===== src/rtl/regfile_mp.sv =====
// Multi-read-port register file with x0 hard-wired to zero and a sequenced bulk-clear engine.
// Optional write-through forwarding to the read ports is enabled by defining REGFILE_BYPASS_EN.
module regfile_mp #(
    parameter int  XLEN   = 32,
    parameter int  NREGS  = 32,
    parameter int  NUM_RD = 2,
    localparam int AW     = $clog2(NREGS)
) (
    input  logic                     clk,
    input  logic                     rst_n,
    input  logic [NUM_RD*AW-1:0]     rd_addr_i,
    output logic [NUM_RD*XLEN-1:0]   rd_data_o,
    input  logic                     wr_en_i,
    input  logic [AW-1:0]            wr_addr_i,
    input  logic [XLEN-1:0]          wr_data_i,
    input  logic                     clr_req_i,
    output logic                     clr_busy_o,
    output logic                     clr_done_o,
    output logic                     wr_drop_o
);

    localparam logic [AW:0]   NREGS_W = (AW+1)'(NREGS);
    localparam logic [AW-1:0] LAST    = AW'(NREGS - 1);

    typedef enum logic [1:0] {
        S_IDLE,
        S_CLEAR,
        S_DONE
    } state_e;

    state_e            state_q;
    logic [AW-1:0]     ptr_q;
    logic [XLEN-1:0]   regs_q [NREGS];
    logic              clr_busy_q;
    logic              clr_done_q;
    logic              wr_drop_q;

    logic              wr_addr_ok;
    logic              wr_accept;
    logic              wr_drop_d;

    assign wr_addr_ok = (wr_addr_i != '0) && ({1'b0, wr_addr_i} < NREGS_W);
    assign wr_accept  = wr_en_i && wr_addr_ok && (state_q == S_IDLE);
    // Only writes that would otherwise have landed are reported as dropped.
    assign wr_drop_d  = wr_en_i && wr_addr_ok && (state_q != S_IDLE);

    always_comb begin
        logic [AW-1:0] ra;
        ra        = '0;
        rd_data_o = '0;
        for (int k = 0; k < NUM_RD; k++) begin
            ra = rd_addr_i[k*AW +: AW];
            if ((ra != '0) && ({1'b0, ra} < NREGS_W)) begin
                rd_data_o[k*XLEN +: XLEN] = regs_q[ra];
            end
`ifdef REGFILE_BYPASS_EN
            // Forward only writes that will actually commit at the coming edge.
            if (rst_n && wr_accept && (ra == wr_addr_i)) begin
                rd_data_o[k*XLEN +: XLEN] = wr_data_i;
            end
`endif
        end
    end

    always_ff @(posedge clk or negedge rst_n) begin
        if (!rst_n) begin
            for (int i = 0; i < NREGS; i++) begin
                regs_q[i] <= '0;
            end
            state_q    <= S_IDLE;
            ptr_q      <= '0;
            clr_busy_q <= 1'b0;
            clr_done_q <= 1'b0;
            wr_drop_q  <= 1'b0;
        end else begin
            clr_done_q <= 1'b0;
            wr_drop_q  <= wr_drop_d;
            if (wr_accept) begin
                regs_q[wr_addr_i] <= wr_data_i;
            end
            case (state_q)
                S_IDLE: begin
                    if (clr_req_i) begin
                        ptr_q      <= AW'(1);
                        state_q    <= S_CLEAR;
                        clr_busy_q <= 1'b1;
                    end
                end
                S_CLEAR: begin
                    regs_q[ptr_q] <= '0;
                    ptr_q         <= ptr_q + AW'(1);
                    if (ptr_q == LAST) begin
                        state_q    <= S_DONE;
                        clr_done_q <= 1'b1;
                    end
                end
                S_DONE: begin
                    state_q    <= S_IDLE;
                    clr_busy_q <= 1'b0;
                end
                default: begin
                    state_q    <= S_IDLE;
                    clr_busy_q <= 1'b0;
                end
            endcase
        end
    end

    assign clr_busy_o = clr_busy_q;
    assign clr_done_o = clr_done_q;
    assign wr_drop_o  = wr_drop_q;

endmodule


===== config.mk =====
export PLATFORM = sky130hd
export DESIGN_NAME = regfile_mp
export DESIGN_NICKNAME = d
export VERILOG_FILES = /design/src/rtl/regfile_mp.sv
export SDC_FILE = /design/constraint.sdc
export NUM_CORES = 2
export LEC_CHECK = 0
export CORE_MARGIN = 2
export CORE_UTILIZATION = 35
export DETAILED_ROUTE_END_ITERATION = 12
export MAX_ROUTING_LAYER = met4
export RECOVER_POWER = 100
export REMOVE_ABC_BUFFERS = 1
export SYNTH_ARGS = -nofsm -noshare
export SYNTH_HDL_FRONTEND = slang
export SYNTH_SLANG_ARGS = --single-unit
export TNS_END_PERCENT = 1

===== constraint.sdc =====
create_clock -name clk -period 3.5 [get_ports clk]
set_input_delay 0.875 -clock clk [delete_from_list [all_inputs] [get_ports clk]]
set_output_delay 0.875 -clock clk [all_outputs]
set_load 0.02 [all_outputs]

==> results_dict.tcl <==
set metrics [dict create \
    boundaryPins 118 \
    reg2reg_to "regs_q[975]" \
    wire_per_inst_um 30.1 \
    routed_wl_um 255000 \
    die_width_um 409 \
    first_global_vias 52823 \
    finalHoldViolCount 0 \
    htreeDepth 3 \
    worst_path_max_delay_cell "mux4_2" \
    async_reset_ff_share_pct 100 \
    nets 6270 \
    ys_top_cells_by_area "dfrtp_1 (45%), mux4_2 (18%), nand2_1 (13%)" \
    critical_path_peak_fanout 7 \
    tritoncts "built" \
    tightestPinTransition_ns 1.86 \
    cts-root-to-sink-buffers 3 \
    initial_antenna_violation_count 9 \
    worstPathRequired_ns 2.62 \
    min_path_type "flip-flop to flip-flop" \
    cts.sinks 1034 \
    drt.antenna.violating_nets 0 \
    failed_checks "max-capacitance violations, max-slew violations, negative setup slack" \
    global_route_wire_length_before_repair_um 369000 \
    timing.final.crit_period_ns 3.93 \
    worst_path_largest_cell_delay_ns 0.49 \
    area_growth_syn_to_layout_pct 22.9 \
    crit_top_cell "buf_4" \
    drc_errors 0 \
    grt_start_max_net_pins 83 \
    start_util_pct 35.3 \
    detail_route.vias_per_cell 6.27 \
    grt_setup_unrepaired "yes" \
    run_status "complete, but fails checks" \
    post-dp-hpwl_um 160000 \
    first_pass_iters 8 \
    synthFlopType "dfrtp_1" \
    route.vias.total 53217 \
    yosys_warnings 0 \
    place.port_buffers 117 \
    cts_inserted_buffers 110 \
    path_clk_slew_ns 0.06 \
    timing.hold.worst.start "regs_q[1023]" \
    gp_weighted_congestion 1.01 \
    worst_setup_path_start_kind "input port" \
    die_y_um 409 \
    muxShareOfSynthArea_pct 21.1 \
    slew_violations 339 \
    dp_slack_ns -1.29 \
    synth_top_area_share_pct 45.0 \
    critPathArrivalTime_ns 3.05 \
    synth-compound-area-share_pct 13.3 \
    synth-edff-count 0 \
    fillCellCount 15304 \
    pwr_density_cell_mw_per_mm2 441 \
    p_leak_nw 29.1 \
    worst_vdd_drop_mv 0.461 \
    worstRegToRegCells 5 \
    layout_setup_ws_ns -0.429 \
    yosys.area_share.adder_pct 0.109 \
    synth_top_family_by_area "multiplexers" \
    yosysUniqueCellTypes 46 \
    path_cells "buf_16 > buf_16 > buf_8 > buf_12 > mux4_2 > mux2_2 > o21ai_2 > buf_4 > a311oi_1 > buf_4 > buf_4" \
    reg2reg_setup_slack_ns 0.01 \
    hold_path_end "regs_q[1023]" \
    cap_viol_max_count 6 \
    hold_depth 1 \
    fin_setup_tns_ns -18.41 \
    clkLatencyLatePin_ns 0.79 \
    drive_gt1_share_pct 26.1 \
    grtUsageTotal_pct 30.8 \
    std_cell_rows 148 \
    timing.rr.start "state_q[0]" \
    yosys.area.top_type "dfrtp_1" \
    clock-root-buffer "clkbuf_16" \
    synth-simple-area-share_pct 15.9 \
    grt_overflow 0 \
    number_of_flip_flops_and_latches_in_the_synthesized_netlist 1034 \
    final.setup_skew_ns 0.0594 \
    worstSetupPathType "input port to output pin" \
    finalSetupViolations 61 \
    timing.critical_path.to_type "output pin" \
    synth_xor_xnor_area_share_pct 0 \
    part_of_the_cycle_the_worst_path_needs_pct 112 \
    detail_route.iter0.violations 7698 \
    cts-hold-fix-buffers 0 \
    syn-instance-count 5954 \
    fp.dieArea_mm2 0.168 \
    clock.fmax_mhz 255 \
    max-slew-margin-rel_pct -23.9 \
    syn_area_mm2 0.0575 \
    core-area_mm2 0.163 \
    synthesis.area_per_instance_um2 9.66 \
    ys_seq_area_share_pct 45.0 \
]
[repair_timing]
item                                    in CTS  in global routing
endpoints found under the setup margin      64                 64
hold endpoints to repair                     0                  0
buffers inserted                            23                 27
pin swaps                                   22                 14
gates cloned                                 9                  1
resized for setup                          218                131
[Yosys cell counts (11+ instances only)]
| cell | instances |
|---|---|
| a211oi_1 | 64 |
| a21oi_1 | 995 |
| a221oi_1 | 47 |
| a22oi_1 | 64 |
| a311oi_1 | 64 |
| and2_1 | 36 |
| buf_1 | 11 |
| buf_2 | 131 |
| buf_4 | 14 |
| buf_6 | 12 |
| clkbuf_1 | 459 |
| dfrtp_1 | 1034 |
| mux2_2 | 64 |
| mux2i_1 | 130 |
| mux4_2 | 448 |
| nand2_1 | 2024 |
| nand3_1 | 12 |
| nor2_1 | 27 |
| nor2b_1 | 69 |
| nor3_1 | 31 |
| o2111ai_1 | 17 |
| o21ai_1 | 104 |
| or3_1 | 15 |
[cell usage in the layout (no fill, tap or decap), types with 50 or more instances in the layout]
cell          n
buf_12      114
a21oi_1     995
clkbuf_16   113
nor2b_1      59
clkbuf_2     50
mux2_2       52
mux4_2      448
o21ai_1      54
dfrtp_1    1034
mux2i_1     130
nand2_1    2024
buf_4       457
[flip-flops by register name (all words and copies together), names as in the netlist]
| register | cells |
|---|---|
| ptr_q | 5 |
| regs_q | 1024 |
| clr_done_o | 1 |
| state_q | 2 |
| clr_busy_o | 1 |
| wr_drop_o | 1 |
[per-layer routing]
layer	global-route usage [%]	vias up	routed length (um)
met1	39.5	26668	95100
li1	-	21444	-
met5	-	-	0
met2	42.4	4196	108000
met3	10.1	909	35000
met4	18.0	0	17200
[worst max-delay path, delay by kind of cell]
| family | cells | cell delay [ns] |
|---|---|---|
| buffers and inverters | 7 | 1.13 |
| multiplexers | 2 | 0.78 |
| AO/OA/AOI/OAI | 2 | 0.23 |
[how the worst max path moves through the flow]
stage,from,end,slack [ns]
finish,rd_addr_i[6],rd_data_o[52],-0.43
global placement,rd_addr_i[5],rd_data_o[37],-1.32
detailed placement,rd_addr_i[5],rd_data_o[37],-1.29
floorplan,state_q[0],regs_q[960],-0.17
CTS,rd_addr_i[6],rd_data_o[62],-0.40
global route,rd_addr_i[6],rd_data_o[53],-0.42
[where the power goes]
part | internal (W) | switching [W]
sequential | 0.0125 | 0.000530
combinational | 0.00216 | 0.00381
clock | 0.00680 | 0.00534
[area by class of cell]
cell class                 count  area [um2]  area share, %
clock buffer                 154        3150           4.46
inverter                       7        28.8         0.0407
sequential                  1034       25900           36.6
multi-input combinational   4286       30300           42.9
tap                         2175        2720           3.85
clock inverter                47         488          0.690
timing repair buffer         775        8100           11.4
antenna                        6        15.0         0.0212
[stage by stage]
| stage | cell area (um2) | hold WS [ns] | cells | util, % | power [W] |
|---|---|---|---|---|---|
| after floorplan | 54900 | 0.467 | 5327 | - | 0.0153 |
| after global placement | 65400 | 0.484 | 8222 | 40.1 | 0.0187 |
| after detailed placement | 65400 | 0.492 | 8222 | 40.1 | 0.0189 |
| after CTS | 70400 | 0.112 | 8452 | 43.2 | 0.0310 |
| after global routing | 70700 | 0.531 | 8484 | 43.4 | 0.0319 |
| final | 70700 | 0.514 | 8484 | 43.4 | 0.0312 |
[cell families after synthesis]
family,Yosys count
simple gates,2270
buf+inv,634
fa+ha+maj,5
flops,1034
compound gates,1369
mux,642
No activity file was read; power rests on OpenSTA's default activity.
